[src/rtl/lif_membrane_core.sv]
// Leaky integrate-and-fire membrane stage: double-exponential synaptic current,
// leak/integrate, threshold spike and step-counted refractory hold.
module lif_membrane_core #(
    parameter int V_W        = 24,
    parameter int LEAK_SHIFT = 3,
    parameter int REF_STEPS  = 4,
    parameter int V_RESET    = 0,
    parameter int V_FLOOR    = -65536
) (
    input  logic                  clk,
    input  logic                  reset,
    input  logic                  step_valid,
    output logic                  step_ready,
    input  logic [15:0]           ES_plus_reg,
    input  logic [15:0]           ES_minus_reg,
    input  logic [15:0]           IS_plus_reg,
    input  logic [15:0]           IS_minus_reg,
    input  logic signed [V_W-1:0] threshold,
    input  logic                  clr_count,
    output logic signed [V_W-1:0] v_mem,
    output logic                  spike,
    output logic                  refractory,
    output logic                  step_done,
    output logic [15:0]           spike_count
);

    typedef enum logic [1:0] {S_IDLE, S_SUM, S_UPDATE, S_DONE} state_t;

    localparam logic signed [V_W-1:0] V_RESET_V = V_W'(V_RESET);
    localparam logic signed [V_W+1:0] FLOOR_X   = (V_W+2)'(V_FLOOR);
    localparam logic signed [V_W+1:0] VMAX_X    = {3'b000, {(V_W-1){1'b1}}};
    localparam logic [7:0]            REF_V     = 8'(REF_STEPS);

    state_t                state_q;
    logic [15:0]           esp_q, esm_q, isp_q, ism_q;
    logic signed [V_W-1:0] thr_q;
    logic signed [V_W-1:0] v_q;
    logic signed [17:0]    isyn_q;
    logic [7:0]            ref_q;
    logic                  spike_q, refr_q, done_q;
    logic [15:0]           cnt_q;

    logic signed [16:0]    diff_e, diff_i;
    logic signed [17:0]    isyn_d;
    logic signed [V_W+1:0] v_ext, leak, v_sum, v_clamp, thr_ext;
    logic                  fire;

    always_comb begin
        diff_e  = $signed({1'b0, esm_q}) - $signed({1'b0, esp_q});
        diff_i  = $signed({1'b0, isp_q}) - $signed({1'b0, ism_q});
        isyn_d  = $signed({diff_e[16], diff_e}) - $signed({diff_i[16], diff_i});
        v_ext   = $signed({{2{v_q[V_W-1]}}, v_q});
        leak    = v_ext >>> LEAK_SHIFT;
        v_sum   = v_ext - leak + $signed({{(V_W-16){isyn_q[17]}}, isyn_q});
        v_clamp = v_sum;
        if (v_sum < FLOOR_X) begin
            v_clamp = FLOOR_X;
        end else if (v_sum > VMAX_X) begin
            v_clamp = VMAX_X;
        end
        thr_ext = $signed({{2{thr_q[V_W-1]}}, thr_q});
        fire    = (v_clamp >= thr_ext);
    end

    always_ff @(posedge clk or posedge reset) begin
        if (reset) begin
            state_q <= S_IDLE;
            esp_q   <= '0;
            esm_q   <= '0;
            isp_q   <= '0;
            ism_q   <= '0;
            thr_q   <= '0;
            v_q     <= V_RESET_V;
            isyn_q  <= '0;
            ref_q   <= '0;
            spike_q <= 1'b0;
            refr_q  <= 1'b0;
            done_q  <= 1'b0;
            cnt_q   <= '0;
        end else begin
            done_q  <= 1'b0;
            spike_q <= 1'b0;
            case (state_q)
                S_IDLE: begin
                    if (step_valid) begin
                        esp_q   <= ES_plus_reg;
                        esm_q   <= ES_minus_reg;
                        isp_q   <= IS_plus_reg;
                        ism_q   <= IS_minus_reg;
                        thr_q   <= threshold;
                        state_q <= S_SUM;
                    end
                end
                S_SUM: begin
                    isyn_q  <= isyn_d;
                    state_q <= S_UPDATE;
                end
                S_UPDATE: begin
                    done_q  <= 1'b1;
                    state_q <= S_DONE;
                    // While refractory the current is discarded and the potential pinned.
                    if (ref_q != 8'd0) begin
                        v_q    <= V_RESET_V;
                        ref_q  <= ref_q - 8'd1;
                        refr_q <= (ref_q != 8'd1);
                    end else if (fire) begin
                        v_q     <= V_RESET_V;
                        spike_q <= 1'b1;
                        ref_q   <= REF_V;
                        refr_q  <= (REF_V != 8'd0);
                    end else begin
                        v_q <= v_clamp[V_W-1:0];
                    end
                end
                S_DONE: begin
                    state_q <= S_IDLE;
                end
                default: begin
                    state_q <= S_IDLE;
                end
            endcase

            if (clr_count) begin
                cnt_q <= '0;
            end else if (state_q == S_UPDATE && ref_q == 8'd0 && fire && cnt_q != 16'hFFFF) begin
                cnt_q <= cnt_q + 16'd1;
            end
        end
    end

    assign step_ready  = (state_q == S_IDLE);
    assign v_mem       = v_q;
    assign spike       = spike_q;
    assign refractory  = refr_q;
    assign step_done   = done_q;
    assign spike_count = cnt_q;

endmodule

[config.mk]
export PLATFORM = sky130hd
export DESIGN_NAME = lif_membrane_core
export DESIGN_NICKNAME = d
export VERILOG_FILES = /design/src/rtl/lif_membrane_core.sv
export SDC_FILE = /design/constraint.sdc
export NUM_CORES = 1
export LEC_CHECK = 0
export CAP_MARGIN = 20
export CELL_PAD_IN_SITES_DETAIL_PLACEMENT = 1
export CELL_PAD_IN_SITES_GLOBAL_PLACEMENT = 2
export CORE_MARGIN = 4
export CORE_UTILIZATION = 36
export CTS_CLUSTER_SIZE = 25
export DETAILED_ROUTE_END_ITERATION = 7
export PLACE_DENSITY = 0.8
export SLEW_MARGIN = 5
export SYNTH_ARGS = -nofsm -noshare
export SYNTH_HDL_FRONTEND = slang
export SYNTH_SLANG_ARGS = --single-unit
[constraint.sdc]
create_clock -name clk -period 7.4 [get_ports clk]
set_input_delay 0.74 -clock clk [delete_from_list [all_inputs] [get_ports clk]]
set_output_delay 0.74 -clock clk [all_outputs]
set_load 0.01 [all_outputs]
Word-level counts from Yosys, hierarchy flattened. Cells that the tools add are included.

Input bits: 92. Word-level logic and storage cells: 55. Bits in registers: 159. Output and inout bits: 44.

Eq/ne operators: 6. $add $sub $neg: 7. Magnitude comparators: 3. Reductions and logical operators: 10. Mux-type cells: 16.

Operators by type and width (count): two-way mux 26 bit (2); two-way mux 24 bit (2); subtractor 16 x 16 -> 17 bit (2); two-way mux 16 bit (2); adder 25 x 18 -> 26 bit (1); >= comparator 26 x 24 -> 1 bit (1); greater-than comparator 26 x 24 -> 1 bit, second input constant (1); < comparator 26 x 17 -> 1 bit, second input constant (1); subtractor 24 x 21 -> 25 bit (1); subtractor 17 x 17 -> 18 bit (1); adder 16 x 1 -> 16 bit, second input constant (1); two-way mux 8 bit (2); != test 16 bit, second input constant (1); logical NOT 8 bit (1); != test 8 x 1 -> 1 bit, second input constant (1); case mux 2 bit (4 select lines) (1); nonzero test 8 bit (1); subtractor 8 x 1 -> 8 bit, second input constant (1); two-way mux 1 bit (6); equality test 2 bit, second input constant (2); AND reduction 2 bit (2); nonzero test 2 bit (2); logical AND 1 bit (3); equality test 2 x 1 -> 1 bit, second input constant (1); other kinds (3) (3).

Logic depth before layout (Yosys ltp). Gate-level depths: netlist of run 1.

Word-level depth: 10. Depth in mapped cells: 30. Mapped depth without buffers: 26.

Worst setup path before layout of run 1. No wires, ideal clock.

Path type: reg2reg. From: reg v_q[4] (netlist: v_mem[4]). To: reg v_q[10] (netlist: v_mem[10]). Setup time: 0.081 ns. Required time: 7.319 ns. Path buffers: 3. Stages on the path, launching flop included: 28. Slack: 1.455 ns. Arrival: 5.864 ns. Period minus slack after synthesis: 5.945 ns. Cell sequence: dfrtp_1 -> inv_1 -> fa_1 -> inv_1 -> ha_1 -> a211oi_2 -> o21ai_2 -> a211oi_2 -> nor3b_2 -> a311o_2 -> xnor2_2 -> nor4_2 -> a41oi_2 -> or3_1 -> ha_1 -> a21o_1 -> a211o_1 -> a211oi_1 -> o21ai_0 -> or3_1 -> a32o_1 -> or2_1 -> clkbuf_1 -> inv_1 -> nand2b_1 -> buf_4 -> buf_6 -> o22ai_2.

Cells in the longest elaborated chain, start to end: 8. Elaborated cells on any way between the ends: 9. Those cells by class: 2 x add/sub; 3 x order compare; 4 x mux.

Ends and longest elaborated chain: from (decl) (RTL line 37) `logic signed [V_W-1:0] v_q;`; from (signal assigned) (RTL line 112) `v_q <= v_clamp[V_W-1:0];`; subtractor 24 x 21 -> 25 bit * (RTL line 54) `v_sum = v_ext - leak + $signed({{(V_W-16){isyn_q[17]}}, isyn_q});`; adder 25 x 18 -> 26 bit * (RTL line 54); greater-than comparator 26 x 24 -> 1 bit (RTL line 58) `end else if (v_sum > VMAX_X) begin`; two-way mux 26 bit (RTL line 58); two-way mux 26 bit * (RTL line 56) `if (v_sum < FLOOR_X) begin`; >= comparator 26 x 24 -> 1 bit (RTL line 62) `fire = (v_clamp >= thr_ext);`; two-way mux 24 bit * (RTL line 106) `end else if (fire) begin`; two-way mux 24 bit * (RTL line 102) `if (ref_q != 8'd0) begin`.

Mark *: on every way between the ends. The rest lies on a longest branch, timed or not. A chain may end at the register's enable or synchronous reset.

Worst setup path after layout of run 1.
From: reg v_q[4] (netlist: v_mem[4]). To: reg v_q[1] (netlist: v_mem[1]).

Same word-level chain as after synthesis.

==> summary.md, run 1 <==
| Metric | Value |
|---|---|
| All-layer global routing usage | 18.4% |
| Outcome | completed |
| DRC viols | 0 |
| Fmax achieved | 145 MHz |
| Slew @ Worst Pin | 870 ps |
| Register area share after synthesis | 35.3% |
| Setup crit end kind | register |
| Worst Min Path Start | thr_q[11] |
| Antenna cells | 0 |
| Hold worst-path end | thr_q[11] |
| Global-route wire length before repair | 49.6 mm |
| Endpoints failing setup | 0 |
| I/O pins | 136 |
| Vias in the first global route | 9,290 |
| Clk root buf | clkbuf_16 |
| Avg Cell Area, Syn | 9.58 um2 |
| Post-route setup TNS | 0 ps |
| Startpoint types | register |
| Die Span Y | 185 um |
| Row count | 64 |
| Largest net degree at the start of global routing | 84 |
| Final hold violation count | 0 |
| CTS Buf Count | 17 |
| Worst hold path type | register to register |
| Crit Path Max Fanout | 16 |
| Max-cap violations | 0 |
| Placer Congestion | 0.874 |
| Routed Antenna Nets | 0 |
| Worst path required time | 7760 ps |
| Synth warn | 0 |
| Congestion Overflow GR | 0 |
| Final nets | 1,535 |
| Total die area | 0.0342 mm2 |
| Post CTS Setup Buffer Count | 0 |
| Clock latency on the worst-skew pair | 450 ps |
| Post-synth EDFFs | 0 |
| Cells after Synth | 1,176 |
| Tcrit/Tclk final | 92.9% |
| Initial Util | 36.6% |
| Worst Setup Path Type | register to register |
| Syn_nets | 1,400 |
| R2R Setup Slk | 520 ps |
| Ys async rst share | 100% |
| Via count | 8,744 |
| Port bufs | 135 |
| Via/cell ratio | 5.08 |
| Period minus WS final | 6880 ps |
| Met3 Track Usage GR | 3.57% |
| Met1 GRT Util | 24.9% |
| RR Startpoint | v_mem[4] |
| GRT busiest layer | met2 |
| Post-synth cell types | 67 |
| Met2 Resource Use GR | 31.0% |
| Clock skew | 11.5 ps |
| WP data arrival | 7240 ps |
| Die X | 185 um |
| DP HPWL | 24.5 mm |
| Layout area overhead | 21.5% |
| CTS Sinks | 159 |
| FF-to-FF End | v_mem[1] |
| Share of cells above drive strength 1 | 12.8% |
| Post-DR wirelength/cell | 17.9 um |
| Final count of pins violating max slew | 0 |
| Worst relative slew slack | 42.0% |
| Hold path depth | 1 |
| Core area | 0.0307 mm2 |
| Yosys reg bits | 159 |
| Worst R2R Path Depth | 23 |
| Initial antenna violation count | 0 |
| Post-synthesis cell area | 0.0113 mm2 |
| Max clock buf depth | 2 |
| DR pass1 iterations | 4 |
| Most used DFF post-synth | dfrtp_1 |
| H-tree depth | 4 |
| Total Wirelength | 30.7 mm |
| Starting DRT DRC Count | 257 |
| RSZ-0062 raised after global routing | no |
| Clk slew on worst S/H paths | 60 ps |
| TritonCTS clock tree | built |
## through the flow
stage          hold WS [ps]  setup slack [ps]  std cells  cell area, um2  util (%)
2_1_floorplan           479              1450       1176           11300         -
6_report                506               522       1720           13700      44.5
4_1_cts                 508               221       1719           13700      44.4
5_1_grt                 512              91.7       1720           13700      44.5
3_5_place_dp            493               286       1687           13100      42.5
3_3_place_gp            488               389       1687           13100      42.5
## worst max path at each step
stage	from	to	slack, ps	cells past startpoint
global placement	v_mem[4]	v_mem[1]	390	24
floorplan	v_mem[4]	v_mem[10]	1450	27
finish	v_mem[4]	v_mem[1]	520	23
CTS	v_mem[4]	v_mem[1]	220	23
detailed placement	v_mem[4]	v_mem[1]	290	23
global route	v_mem[4]	v_mem[1]	90	24
## critical path: stages, from the launching register on
cell	delay (ps)
dfrtp_1	380
inv_1	160
fa_1	500
fa_1	490
a21oi_1	310
o21ai_2	120
a211oi_2	350
nor3b_2	130
a311o_2	430
xnor2_2	170
nor4_2	240
a41oi_2	250
nor3_1	400
inv_1	90
ha_1	340
nand4_1	100
nor4_1	650
o311a_1	320
o21bai_1	80
a32o_1	250
or2_1	350
inv_1	160
nand2b_2	290
o2bb2ai_1	230
## synth_stat cells, types with 6 or more instances
cell type / count / area, um2
clkbuf_1: 13 / 48.8
nor3_1: 27 / 135
nand2b_1: 10 / 62.6
and3_1: 8 / 50.1
mux2_2: 92 / 1040
nand3b_1: 6 / 45.0
o21ai_1: 7 / 35.0
o31ai_1: 6 / 45.0
dfrtp_1: 159 / 3980
nor4_1: 6 / 37.5
a21o_1: 12 / 90.1
o22ai_2: 10 / 125
nand4_1: 10 / 62.6
a211oi_1: 7 / 52.6
o21a_1: 11 / 82.6
nand3_1: 25 / 125
buf_1: 9 / 33.8
a21oi_1: 62 / 310
o22ai_1: 11 / 68.8
nor2_1: 84 / 315
ha_1: 106 / 1330
nand2_1: 50 / 188
a31oi_1: 8 / 50.1
fa_1: 26 / 521
or3_1: 14 / 87.6
o21ai_0: 43 / 215
xnor2_1: 41 / 359
inv_1: 185 / 694
xor2_1: 24 / 210
nor2b_1: 18 / 113
## registers in the layout, summed over array words and instances, names as in the netlist, 2 cells and up
signal	count
isp_q	16
ism_q	16
ref_q	8
esm_q	16
spike_count	16
isyn_q	18
thr_q	24
esp_q	16
state_q	2
v_mem	24
## logic make-up after synthesis
family,share of synthesized area [%]
mux,9.74
fa+ha+maj,16.4
compound gates,13.9
flops,35.3
simple gates,12.0
xor+xnor,5.34
buf+inv,7.28
## cell usage in the layout (no fill, tap or decap), types with 6 or more instances in the layout
| master | instances |
|---|---|
| buf_4 | 9 |
| nand3b_1 | 6 |
| inv_6 | 7 |
| o21ai_0 | 43 |
| xnor2_1 | 41 |
| a21oi_1 | 62 |
| and3_1 | 8 |
| mux2_2 | 92 |
| o21a_1 | 11 |
| o22ai_1 | 11 |
| o22ai_2 | 10 |
| nand2b_1 | 9 |
| clkdlybuf4s50_1 | 135 |
| xor2_1 | 24 |
| nor4_1 | 6 |
| a211oi_1 | 7 |
| nand4_1 | 10 |
| dfrtp_1 | 159 |
| o31ai_1 | 6 |
| nor2_1 | 84 |
| nand3_1 | 25 |
| fa_1 | 26 |
| nor3_1 | 27 |
| inv_1 | 184 |
| ha_1 | 106 |
| nor2b_1 | 18 |
| o21ai_1 | 7 |
| a21o_1 | 12 |
| or3_1 | 14 |
| nand2_1 | 49 |
| a31oi_1 | 8 |
| clkbuf_16 | 17 |
## final cells by class
cell class | count | area (um2)
inverters | 185 | 699
fillers | 3547 | 17100
clock inverters | 13 | 150
flip-flops and latches | 159 | 3980
multi-input cells | 803 | 6480
clock buffers | 19 | 443
well taps | 396 | 495
repair buffers | 145 | 1450
## timing repair
| item | in CTS | in global routing |
|---|---|---|
| endpoints found under the hold margin | 0 | 0 |
| endpoints found under the setup margin | 0 | 16 |
| hold buffers | 0 | 0 |
| gates resized for setup | 0 | 1 |
## routing by layer
| layer | share of wire, % | up-vias |
|---|---|---|
| met1 | 47 | 4332 |
| met4 | 1.1 | 0 |
| met5 | 0 | - |
| li1 | - | 4282 |
| met3 | 3.1 | 21 |
| met2 | 49 | 109 |
Power of run 1 is left out: the tool's default activity adds up to more than one toggle a clock period on the data nets, which glitch-free logic cannot reach.
==> run 2: changes to the inputs <==
--- a/config.mk
+++ b/config.mk
@@ -9,10 +9,11 @@
 export CELL_PAD_IN_SITES_DETAIL_PLACEMENT = 1
 export CELL_PAD_IN_SITES_GLOBAL_PLACEMENT = 2
 export CORE_MARGIN = 4
-export CORE_UTILIZATION = 36
+export CORE_UTILIZATION = 33
 export CTS_CLUSTER_SIZE = 25
 export DETAILED_ROUTE_END_ITERATION = 7
-export PLACE_DENSITY = 0.8
+export PLACE_DENSITY = 0.77
+export SKIP_LAST_GASP = 1
 export SLEW_MARGIN = 5
 export SYNTH_ARGS = -nofsm -noshare
 export SYNTH_HDL_FRONTEND = slang
==> constraint.sdc (replaced) <==
create_clock -name clk -period 6 [get_ports clk]
set_input_delay 0.6 -clock clk [delete_from_list [all_inputs] [get_ports clk]]
set_output_delay 0.6 -clock clk [all_outputs]
set_load 0.01 [all_outputs]
==> run 2 against run 1 <==
Effect of this change:
- the run now ends with negative setup slack left
- utilization up 1.9 points
- routed wire length up 10%
- clock-buffer cell count up 1
- die area up 8.7%
- cell count up 11%
- sequential share of layout area down 3.6 points
- global-route usage down 0.59 points
==> summary.md, run 2 (synthesized netlist as in run 1, its figures left out) <==
| Metric | Value |
|---|---|
| Routed Antenna Nets | 0 |
| Slew @ Worst Pin | 968 ps |
| Final WS setup | -34.8 ps |
| Failing checks | negative setup slack |
| Starting DRT DRC Count | 321 |
| Worst hold path type | register to register |
| Layout fillers | 3,705 |
| Clk slew on worst S/H paths | 70 ps |
| H-tree depth | 4 |
| Endpoints failing setup | 10 |
| CP peak stage delay | 560 ps |
| Die X | 193 um |
| CP max stage cell | fa_1 |
| Port bufs | 135 |
| Startpoint types | register |
| Antenna cells | 0 |
| Routed met2 length | 16.5 mm |
| Congestion Overflow GR | 0 |
| Global-route wire length before repair | 52.1 mm |
| Clock latency on the worst-skew pair | 440 ps |
| Placed Instances | 1,831 |
| Final hold violation count | 0 |
| CP delay by family, top | compound AO/OA/AOI/OAI gates |
| Final count of pins violating max slew | 0 |
| DRC viols | 0 |
| Largest net degree at the start of global routing | 102 |
| Final instance count without filler cells | 1,908 |
| Post-route setup TNS | -94.8 ps |
| Period minus WS final | 6030 ps |
| Row count | 67 |
| Worst path bufs/invs | 8 |
| Setup crit end kind | register |
| Clock skew | 8.68 ps |
| CTS Sinks | 159 |
| Hold buffers post-CTS | 0 |
| Initial Util | 33.5% |
| Hold slack | 495 ps |
| Share of cells above drive strength 1 | 28.4% |
| Max-cap violations | 0 |
| Met3 routed WL | 1.17 mm |
| Max clock buf depth | 2 |
| Via count | 9,377 |
| Via/cell ratio | 4.91 |
| Post-Place Setup Slack | -213 ps |
| Die Span Y | 193 um |
| All-layer global routing usage | 17.8% |
| RSZ-0062 raised after global routing | yes |
| DR pass1 iterations | 4 |
| Met1 WL | 15.5 mm |
| Total die area | 0.0372 mm2 |
| Vias in the first global route | 9,915 |
| Most frequent cells in the layout | inv_1 (171), dfrtp_1 (158), clkdlybuf4s50_1 (135) |
| Outcome | finished, violations left |
| Placer Congestion | 0.839 |
| Max layer used | met4 |
| Layout area overhead | 38.6% |
| I/O pins | 136 |
| TritonCTS clock tree | built |
| Crit Path Max Fanout | 8 |
| Tcrit/Tclk final | 101% |
| Final nets | 1,672 |
| DP HPWL | 25.3 mm |
| Worst path required time | 6350 ps |
| Worst relative slew slack | 35.5% |
| Core area | 0.0336 mm2 |
| Post-DR wirelength/cell | 17.8 um |
| Initial antenna violation count | 0 |
| Most common cell after layout, fill and taps aside | inv_1 |
| CTS Buf Count | 17 |
| Worst Setup Path Type | register to register |
| Clk root buf | clkbuf_16 |
| Total Wirelength | 33.9 mm |
| Fmax achieved | 166 MHz |
| WP data arrival | 6390 ps |
[run 2: cell type report]
cell class / instances / area (um2) / area share [%]
multi-input cells: 803 / 7170 / 45.9
well taps: 448 / 561 / 3.59
repair buffers: 282 / 2620 / 16.8
clock inverters: 11 / 119 / 0.761
inverters: 185 / 702 / 4.50
flip-flops and latches: 159 / 3980 / 25.5
clock buffers: 20 / 467 / 2.99
[run 2: worst reg2reg max path: cells and delay by family, from the launching register on]
kind / cells / cell delay [ps]
fa+ha+maj: 3 / 1080
simple gates: 5 / 910
compound gates: 13 / 2630
flops: 1 / 360
buf+inv: 8 / 1010
[run 2: layer usage]
metal / GRT usage (%) / up-vias
met5: 0 / -
met4: 4.99 / 0
met3: 2.79 / 32
met2: 29.7 / 144
met1: 24.0 / 4650
li1: - / 4551
[run 2: path summary, 6_finish.rpt]
kind / start / end / slack (ps) / cells past startpoint
worst min-delay path: refractory / refractory / 490 / 1
min in group asynchronous: reset / esp_q[12] / 720 / 2
max in group asynchronous: reset / ism_q[0] / 3980 / 3
worst max-delay path: v_mem[2] / v_mem[11] / -30 / 29
worst max register to register: v_mem[2] / v_mem[11] / -30 / 29
worst min register to register: refractory / refractory / 490 / 1
[run 2: what timing repair did]
| action | 4_1_cts | 5_1_grt |
|---|---|---|
| pin swaps | 30 | 60 |
| setup endpoints to repair | 46 | 49 |
| cloned | 3 | 1 |
| buffers inserted | 21 | 23 |
| resized for setup | 56 | 105 |
[run 2: metrics by stage]
| step | instance area (um2) | util (%) |
|---|---|---|
| after detailed placement | 13800 | 41.2 |
| after CTS | 14900 | 44.4 |
| after global placement | 13800 | 41.2 |
| after global routing | 15600 | 46.5 |
| after floorplan | 11300 | - |
| final | 15600 | 46.5 |
Power of run 2 is left out for the same reason.
==> run 3: changes to the inputs <==
--- a/config.mk
+++ b/config.mk
@@ -5,7 +5,6 @@
 export SDC_FILE = /design/constraint.sdc
 export NUM_CORES = 1
 export LEC_CHECK = 0
-export CAP_MARGIN = 20
 export CELL_PAD_IN_SITES_DETAIL_PLACEMENT = 1
 export CELL_PAD_IN_SITES_GLOBAL_PLACEMENT = 2
 export CORE_MARGIN = 4
==> results of run 3 <==
No change in the layout: final DEF, timing and power equal those of run 2.
Power of run 3 is left out for the same reason.
